**src/rtl/pwm_pkg.sv**
```systemverilog
// Shared widths and lookup tables for the multi-channel PWM (period and duty per frequency select).
package pwm_pkg;

    localparam int SEL_W         = 3;
    localparam int CNT_W_DEFAULT = 12;
    localparam int TBL_W         = 12;

    typedef logic [SEL_W-1:0] sel_t;
    typedef logic [TBL_W-1:0] tbl_t;

    localparam tbl_t PERIOD_TABLE [8] = '{
        12'd3330, 12'd2000, 12'd1330, 12'd1000, 12'd800, 12'd670, 12'd570, 12'd500
    };

    // Rows are frequency selects; columns are duty levels 1/5/10/20/40/60/80 % and period-10.
    localparam tbl_t DUTY_TABLE [8][8] = '{
        '{12'd33, 12'd167, 12'd333, 12'd666, 12'd1332, 12'd1998, 12'd2664, 12'd3320},
        '{12'd20, 12'd100, 12'd200, 12'd400, 12'd800,  12'd1200, 12'd1600, 12'd1990},
        '{12'd13, 12'd67,  12'd133, 12'd266, 12'd532,  12'd798,  12'd1064, 12'd1320},
        '{12'd10, 12'd50,  12'd100, 12'd200, 12'd400,  12'd600,  12'd800,  12'd990},
        '{12'd8,  12'd40,  12'd80,  12'd160, 12'd320,  12'd480,  12'd640,  12'd790},
        '{12'd7,  12'd34,  12'd67,  12'd134, 12'd268,  12'd402,  12'd536,  12'd660},
        '{12'd6,  12'd29,  12'd57,  12'd114, 12'd228,  12'd342,  12'd456,  12'd560},
        '{12'd5,  12'd25,  12'd50,  12'd100, 12'd200,  12'd300,  12'd400,  12'd490}
    };

    function automatic tbl_t duty_lookup(input sel_t freq, input sel_t level);
        return DUTY_TABLE[freq][level];
    endfunction

endpackage

```
**src/rtl/pwm_ch.sv**
```systemverilog
// One PWM channel: compare target/active registers and registered output.
// Define PWM_SOFTSTART_EN to ramp the active compare toward its target by SS_STEP per period.
module pwm_ch
    import pwm_pkg::*;
#(
    parameter int CNT_W   = CNT_W_DEFAULT,
    parameter int SS_STEP = 8
) (
    input  logic             clk,
    input  logic             reset,
    input  logic             enable,
    input  logic             load,
    input  logic             advance,
    input  logic             restart,
    input  logic [CNT_W-1:0] new_target,
    input  logic [CNT_W-1:0] cnt,
    output logic             pwm_out
);

    logic [CNT_W-1:0] target_q, target_d;
    logic [CNT_W-1:0] cmp_q, cmp_d;
    logic [CNT_W-1:0] cmp_use;
    logic             pwm_q, pwm_d;

`ifdef PWM_SOFTSTART_EN
    localparam logic [CNT_W-1:0] STEP = CNT_W'(SS_STEP);
`endif

    always_comb begin
        target_d = load ? new_target : target_q;
`ifdef PWM_SOFTSTART_EN
        cmp_d = cmp_q;
        if (advance) begin
            if (cmp_q < target_d) begin
                cmp_d = ((target_d - cmp_q) > STEP) ? cmp_q + STEP : target_d;
            end else if (cmp_q > target_d) begin
                cmp_d = ((cmp_q - target_d) > STEP) ? cmp_q - STEP : target_d;
            end
        end
`else
        cmp_d = advance ? target_d : cmp_q;
`endif
        // On a restart the counter is already at 0, so the freshly applied compare must be used now.
        cmp_use = restart ? cmp_d : cmp_q;
        pwm_d   = enable && (cnt < cmp_use);
    end

    always_ff @(posedge clk) begin
        if (reset) begin
            target_q <= '0;
            cmp_q    <= '0;
            pwm_q    <= 1'b0;
        end else begin
            target_q <= target_d;
            cmp_q    <= cmp_d;
            pwm_q    <= pwm_d;
        end
    end

    assign pwm_out = pwm_q;

endmodule

```
**src/rtl/pwm_multi_ch.sv**
```systemverilog
// Multi-channel PWM with a shared time base and a single-slot update handshake.
// PWM_SOFTSTART_EN (optional) enables per-channel compare ramping inside pwm_ch.
module pwm_multi_ch
    import pwm_pkg::*;
#(
    parameter int N_CH    = 4,
    parameter int CNT_W   = CNT_W_DEFAULT,
    parameter int SS_STEP = 8
) (
    input  logic                  clk,
    input  logic                  reset,
    input  logic                  enable,
    input  logic [SEL_W-1:0]      frecuencia_in,
    input  logic [SEL_W*N_CH-1:0] corriente_in,
    input  logic                  upd_valid,
    output logic                  upd_ready,
    output logic [N_CH-1:0]       pwm_out,
    output logic                  cycle_start
);

    logic [CNT_W-1:0]      cnt_q, cnt_d;
    logic [CNT_W-1:0]      period_q, period_d;
    logic                  pend_valid_q, pend_valid_d;
    logic [SEL_W-1:0]      pend_freq_q, pend_freq_d;
    logic [SEL_W*N_CH-1:0] pend_lvl_q, pend_lvl_d;
    logic                  cycle_start_q, cycle_start_d;
    logic                  enable_q, enable_d;

    logic wrap, rise, accept, apply, advance;

    // Pending selects only become active at a period boundary or when the PWM restarts.
    always_comb begin
        wrap    = enable && (cnt_q == period_q - CNT_W'(1));
        rise    = enable && !enable_q;
        accept  = upd_valid && !pend_valid_q;
        apply   = pend_valid_q && (wrap || rise);
        advance = wrap || apply;

        cnt_d         = (!enable || wrap) ? '0 : cnt_q + CNT_W'(1);
        period_d      = apply ? CNT_W'(PERIOD_TABLE[pend_freq_q]) : period_q;
        pend_freq_d   = accept ? frecuencia_in : pend_freq_q;
        pend_lvl_d    = accept ? corriente_in : pend_lvl_q;
        cycle_start_d = enable && (cnt_q == '0);
        enable_d      = enable;

        pend_valid_d = pend_valid_q;
        if (apply) begin
            pend_valid_d = 1'b0;
        end else if (accept) begin
            pend_valid_d = 1'b1;
        end
    end

    always_ff @(posedge clk) begin
        if (reset) begin
            cnt_q         <= '0;
            period_q      <= CNT_W'(PERIOD_TABLE[0]);
            pend_valid_q  <= 1'b0;
            pend_freq_q   <= '0;
            pend_lvl_q    <= '0;
            cycle_start_q <= 1'b0;
            enable_q      <= 1'b0;
        end else begin
            cnt_q         <= cnt_d;
            period_q      <= period_d;
            pend_valid_q  <= pend_valid_d;
            pend_freq_q   <= pend_freq_d;
            pend_lvl_q    <= pend_lvl_d;
            cycle_start_q <= cycle_start_d;
            enable_q      <= enable_d;
        end
    end

    assign upd_ready   = !pend_valid_q;
    assign cycle_start = cycle_start_q;

    for (genvar i = 0; i < N_CH; i++) begin : g_ch
        logic [CNT_W-1:0] target_sel;

        assign target_sel = CNT_W'(duty_lookup(pend_freq_q, pend_lvl_q[SEL_W*i +: SEL_W]));

        pwm_ch #(
            .CNT_W  (CNT_W),
            .SS_STEP(SS_STEP)
        ) u_ch (
            .clk       (clk),
            .reset     (reset),
            .enable    (enable),
            .load      (apply),
            .advance   (advance),
            .restart   (rise),
            .new_target(target_sel),
            .cnt       (cnt_q),
            .pwm_out   (pwm_out[i])
        );
    end

endmodule

```
**config.mk**
```make
export PLATFORM = sky130hd
export DESIGN_NAME = pwm_multi_ch
export DESIGN_NICKNAME = d
export VERILOG_FILES = /design/src/rtl/pwm_pkg.sv /design/src/rtl/pwm_ch.sv /design/src/rtl/pwm_multi_ch.sv
export SDC_FILE = /design/constraint.sdc
export NUM_CORES = 1
export LEC_CHECK = 0
export ABC_AREA = 1
export CAP_MARGIN = 40
export CELL_PAD_IN_SITES_DETAIL_PLACEMENT = 1
export CELL_PAD_IN_SITES_GLOBAL_PLACEMENT = 1
export CORE_MARGIN = 2
export CORE_UTILIZATION = 47
export DETAILED_ROUTE_END_ITERATION = 7
export DONT_BUFFER_PORTS = 1
export PLACE_DENSITY_LB_ADDON = 0.2
export SETUP_SLACK_MARGIN = 0.05
export SYNTH_ARGS = -nofsm -noshare
export SYNTH_HDL_FRONTEND = slang
export SYNTH_SLANG_ARGS = --single-unit
```
**constraint.sdc**
```tcl
create_clock -name clk -period 4.02 [get_ports clk]
set_clock_uncertainty 0.15 [all_clocks]
set_input_delay 0.603 -clock clk [delete_from_list [all_inputs] [get_ports clk]]
set_output_delay 0.603 -clock clk [all_outputs]
set_load 0.03 [all_outputs]
```
Word-level counts from Yosys, hierarchy flattened:

Memory sizes are Yosys's and may differ from the RTL's. A register that Yosys moved wholly into a read port is not among the register bits.
Index checks and enable logic that the tools add are counted.

* $add $sub $neg: 2
* order comparisons: 9
* equal/unequal tests: 1
* mux-type cells: 26
* bitwise gates (word level): 5
* reduce and logical (&&, ||, !) cells: 18

Operators with widths (count)
* 2-to-1 mux 12 bit: 20
* 2-to-1 mux 96 bit: 2
* binary-select mux 12 bit (select 3 bit): 4
* less-than comparator 12 bit: 4
* >= comparator 4 bit (second input constant): 5
* inverter 3 -> 4 bit: 5
* adder 12 x 1 -> 12 bit (second input constant): 1
* == test 12 bit: 1
* logical NOT 12 bit: 1
* subtractor 12 x 1 -> 12 bit (second input constant): 1
* logical AND 1 bit: 9
* OR reduction 2 bit: 2
* logical NOT 1 bit: 3
* logical OR 1 bit: 3

* register bits after elaboration: 130
* ROM bits: 864
* input port bits: 19
* output and inout bits: 6
* logic and storage cells: 81
* memories: 2

Memories
* (name not given): words 8, width 96, read ports 1, clocked after memory_dff 0, wr ports 0, RTL line pwm_pkg.sv:28 `return DUTY_TABLE[freq][level];`
* (name not given): words 8, width 12, read ports 1, clocked after memory_dff 1, wr ports 0, RTL line pwm_multi_ch.sv:40 `period_d = apply ? CNT_W'(PERIOD_TABLE[pend_freq_q]) : period_q;`

Longest topological paths before layout:

* depth after elaboration: 12
* depth in mapped cells: 29
* mapped depth without buffers: 27

By module:

From an unflattened synthesis, not the netlist that was laid out.

* cell total of the unflattened synthesis: 1400
* area, all modules: 9455.3 um^2

By module, submodules not included
* pwm_ch: instances 4, cells an instance 158, area an instance 1295.0 um^2, sequential area each 500.5 um^2
* pwm_multi_ch: instances 1, cells an instance 768, area an instance 4275.4 um^2, sequential area each 820.8 um^2

Worst setup path after synthesis:

OpenSTA, ideal clock, no wires.

* path kind: register to register
* from: register period_q[1]
* to: register g_ch[2].u_ch.pwm_q
* setup time: 0.070 ns
* arrival: 3.188 ns
* required time: 3.800 ns
* setup slack: 0.613 ns
* cell stages (with the launch flop): 27
* buffers on the path: 2
* clock period less this slack: 3.407 ns
* cells stage by stage: dfxtp_1 inv_2 ha_1 xor2_1 nand2_1 nor2_2 nand3_2 nor2_2 nand4_1 nand2_2 nand2_4 clkinv_2 buf_8 buf_6 nand2_1 o21ai_1 nand2_1 o21ai_1 nand2_1 o21ai_0 ha_1 a21oi_1 nor2_1 a211oi_1 o21a_1 o21ai_0 a21oi_1

* word-level cells in the longest chain between the ends: 10
* elaborated cells between the ends (all ways): 11
* those cells by class: 1 x add/sub; 1 x order compare; 1 x eq/ne; 3 x mux; 5 x reduce/logical

Ends and longest elaborated chain
* start, declared: RTL line pwm_multi_ch.sv:22 `logic [CNT_W-1:0] period_q, period_d;`
* subtractor 12 x 1 -> 12 bit *: RTL line pwm_multi_ch.sv:33 `wrap = enable && (cnt_q == period_q - CNT_W'(1));`
* == test 12 bit *: RTL line pwm_multi_ch.sv:33
* logical AND 1 bit *: RTL line pwm_multi_ch.sv:33
* logical OR 1 bit: RTL line pwm_multi_ch.sv:36 `apply = pend_valid_q && (wrap || rise);`
* logical AND 1 bit: RTL line pwm_multi_ch.sv:36
* 2-to-1 mux 12 bit / logical OR 1 bit (equally long branches): RTL line pwm_ch.sv:30, pwm_multi_ch.sv:37
* 2-to-1 mux 12 bit *: RTL line pwm_ch.sv:41 `cmp_d = advance ? target_d : cmp_q;`
* 2-to-1 mux 12 bit *: RTL line pwm_ch.sv:44 `cmp_use = restart ? cmp_d : cmp_q;`
* less-than comparator 12 bit *: RTL line pwm_ch.sv:45 `pwm_d = enable && (cnt < cmp_use);`
* logical AND 1 bit *: RTL line pwm_ch.sv:45
* end signal, assigned: RTL line pwm_ch.sv:56 `pwm_q <= pwm_d;`
* end, declared: RTL line pwm_ch.sv:23 `logic pwm_q, pwm_d;`

Every way passes the cells marked *; elsewhere a longest branch is shown, timed or not.
A chain may end at the register's enable or synchronous reset.

Worst setup path in the final report:

* from: register period_q[2]
* to: register g_ch[2].u_ch.pwm_q

The elaborated chain is that of the path after synthesis.

==> metrics.yaml <==
setup_path:
  worstSetupPathType: "reg2reg"
  required_ns: 4.20
  cp_max_fo: 12
  cp_slowest_cell: "ha_1"
  cp-end-kind: "flip-flop"
  critical_path_arrival_ns: 3.91
  crit_path_frequent_cell: "nand2_1"
  setup.worst_path.start_class: "flip-flop"
  max_stage_delay_ns: 0.37
yosys:
  yosys_warnings: 0
  syn_avg_cell_area_sq_um: 6.61
  ys_types: 49
  syn_inst: 1376
  yosysMostFrequentCell: "nand2_1"
  synth_flop_cell: "dfxtp_1"
  synth_top_area_share_pct: 31.0
  synth_edf_count: 0
  ys_ff_latch: 141
  yosys.area.top_type: "dfxtp_1"
  synth_common_cells: "nand2_1 (340), nor2_1 (170), o21ai_0 (144)"
  synth_area_sq_mm: 0.00909
  synthTopCellsByArea: "dfxtp_1 (31%), nand2_1 (14%), o21ai_0 (7.9%), ha_1 (7.6%), nor2_1 (7.0%)"
  seq_area_frac_synth_pct: 31.0
  async_reset_ff_share_pct: 0
  syn-num-nets: 1450
pwr:
  ir_worst_vdd_v: 0.000273
  p_leak_nw: 4.36
  p_total_mw: 4.26
  powerDensity_mw_per_mm2: 407
detailed_routing:
  vias_per_cell: 5.95
  ant_nets: 0
  first_pass_iters: 5
  num_vias: 9934
  wl_per_cell_microns: 21.2
  routed_wl_mm: 35.3
  drc: 0
  drt-initial-drc-count: 798
clock_network:
  clockBufferDepth: 2
  h-tree-depth: 4
  cts_tree: "built"
  clock_sinks: 141
  clk_pin_slew_ns: 0.07
  cts-buffers-inserted: 17
  clk_latency_ns: 0.44
  root_buffer: "clkbuf_16"
timing:
  fmax_mhz: 268
  maxSlewHeadroom_pct: 40.3
  final_hold_viol_count: 0
  worstMarginPinSlew_ns: 0.895
  period_minus_slack_ns: 3.74
  hold-worst-slack_ns: 0.101
  final.setup.worst_slack_ns: 0.284
  rsz0062_at_grt: "true"
  setup-violations-final: 0
  fin_crit_sh_pct: 92.9
  drv_slew: 0
global_routing:
  grt_max_degree: 105
  grtUsageTotal_pct: 34.3
  grt_pass1_wl_mm: 53.5
  antenna_found_initial: 0
  grt_overflow_total: 0
  grt_pass1_vias: 9936
floorplan:
  design.die.area_sq_mm: 0.0205
  fp.coreArea_sq_mm: 0.0188
  die_h_microns: 143
  die_w_microns: 143
  io_pins: 25
  num_rows: 50
  start_util_pct: 48.3
final_layout:
  num_antenna_cells: 0
  drive_gt1_share_pct: 13.2
  synthToLayoutAreaGrowth_pct: 15.1
  fin_nets: 1470
  final_area_sq_mm: 0.0105
placement:
  numPortBuffers: 0
  placed_cell_area_sq_mm: 0.00954
  dpl.hpwl_mm: 25.3
  gp_congestion: 0.995
  dp_slack_ns: -0.00966
status:
  status: "complete, no violations"
min_path:
  holdCritPathClass: "in2reg"
run:
  max_cap_viol_count: 0
## critical path, delay by kind of cell, from the launching register on
family | cells | cell delay (ns)
xor+xnor | 1 | 0.14
simple gates | 11 | 1.16
flops | 1 | 0.34
compound gates | 7 | 0.71
buf+inv | 4 | 0.43
fa+ha+maj | 2 | 0.69
## layer usage
metal / vias to the layer above / global-route usage, % / share of wire [%]
met3: 84 / 7.01 / 5.4
met1: 4851 / 41.0 / 41
met2: 306 / 60.6 / 50
met5: - / 0 / 0
met4: 0 / 12.8 / 3.4
li1: 4693 / - / -
## path summary, 6_finish.rpt
check	from	cells after the start	slack, ns	endpoint
worst max-delay path	period_q[2]	25	0.28	g_ch[2].u_ch.pwm_out
worst min-delay path	reset	1	0.10	period_q[5]
worst max register to register	period_q[2]	25	0.28	g_ch[2].u_ch.pwm_out
worst min register to register	period_q[11]	2	0.34	period_q[11]
## cell usage in the layout (no fill, tap or decap), types with 3 or more instances in the layout
master / n
o21ai_0: 136
nand2_1: 335
o2111ai_2: 3
nand2_2: 9
buf_4: 73
nor3_1: 4
a21oi_1: 83
o2111ai_1: 3
inv_1: 85
a221oi_2: 3
clkinv_2: 3
a221oi_1: 16
a211oi_1: 12
clkinvlp_4: 4
nor2_2: 7
xor2_1: 8
o21ai_1: 62
o21a_1: 5
o211ai_1: 13
buf_12: 3
inv_6: 3
clkbuf_16: 20
a31oi_1: 5
nor3b_1: 5
ha_1: 54
nor2_1: 167
dfxtp_1: 140
o21ai_2: 30
nand3_1: 60
clkinv_1: 3
nor4_1: 7
## flip-flops by register name, summed over array words and instances (netlist names), 3 cells and up
register / cells
pend_freq_q: 3
period_q: 11
g_ch.u_ch.pwm_out: 4
cnt_q: 12
g_ch.u_ch.target_q: 48
pend_lvl_q: 12
g_ch.u_ch.cmp_q: 48
## through the flow
stage | TNS, ns | utilization, % | cells
2_1_floorplan | 0 | - | 1376
5_1_grt | -0.00805 | 55.6 | 1669
6_report | 0 | 55.6 | 1669
4_1_cts | 0 | 53.8 | 1653
3_3_place_gp | 0 | 50.6 | 1618
3_5_place_dp | -0.00966 | 50.7 | 1619
## power by group
| group | internal, mW | total [mW] | switching (mW) |
|---|---|---|---|
| logic | 0.363 | 1.11 | 0.745 |
| clock network | 0.935 | 1.60 | 0.669 |
| registers | 1.48 | 1.55 | 0.0693 |
## area by class of cell
| type | count | area, sq um |
|---|---|---|
| Fill cell | 2502 | 8370 |
| Multi-Input combinational cell | 1061 | 5640 |
| Sequential cell | 141 | 2830 |
| Timing Repair Buffer | 82 | 724 |
| Clock buffer | 20 | 447 |
| Inverter | 93 | 367 |
| Tap cell | 260 | 325 |
| Clock inverter | 12 | 136 |
## kinds of logic (layout without fill, tap and decap cells)
kind of cell	after synthesis	after routing	synth area share [%]
AOI/OAI and AO/OA	393	393	24.9
DFF	141	141	31.0
adders and majority gates	55	55	7.57
xor gates and xnor gates	9	9	0.867
buffers and inverters	174	207	8.53
and+or+nand+nor	604	604	27.0
## repair_timing
action	4_1_cts	5_1_grt
pin swaps	2	5
gates resized for setup	3	48
hold buffers	0	0
endpoints found under the setup margin	4	4
setup buffers	2	13
cloned	0	3
(Power assumes the default switching activity.)
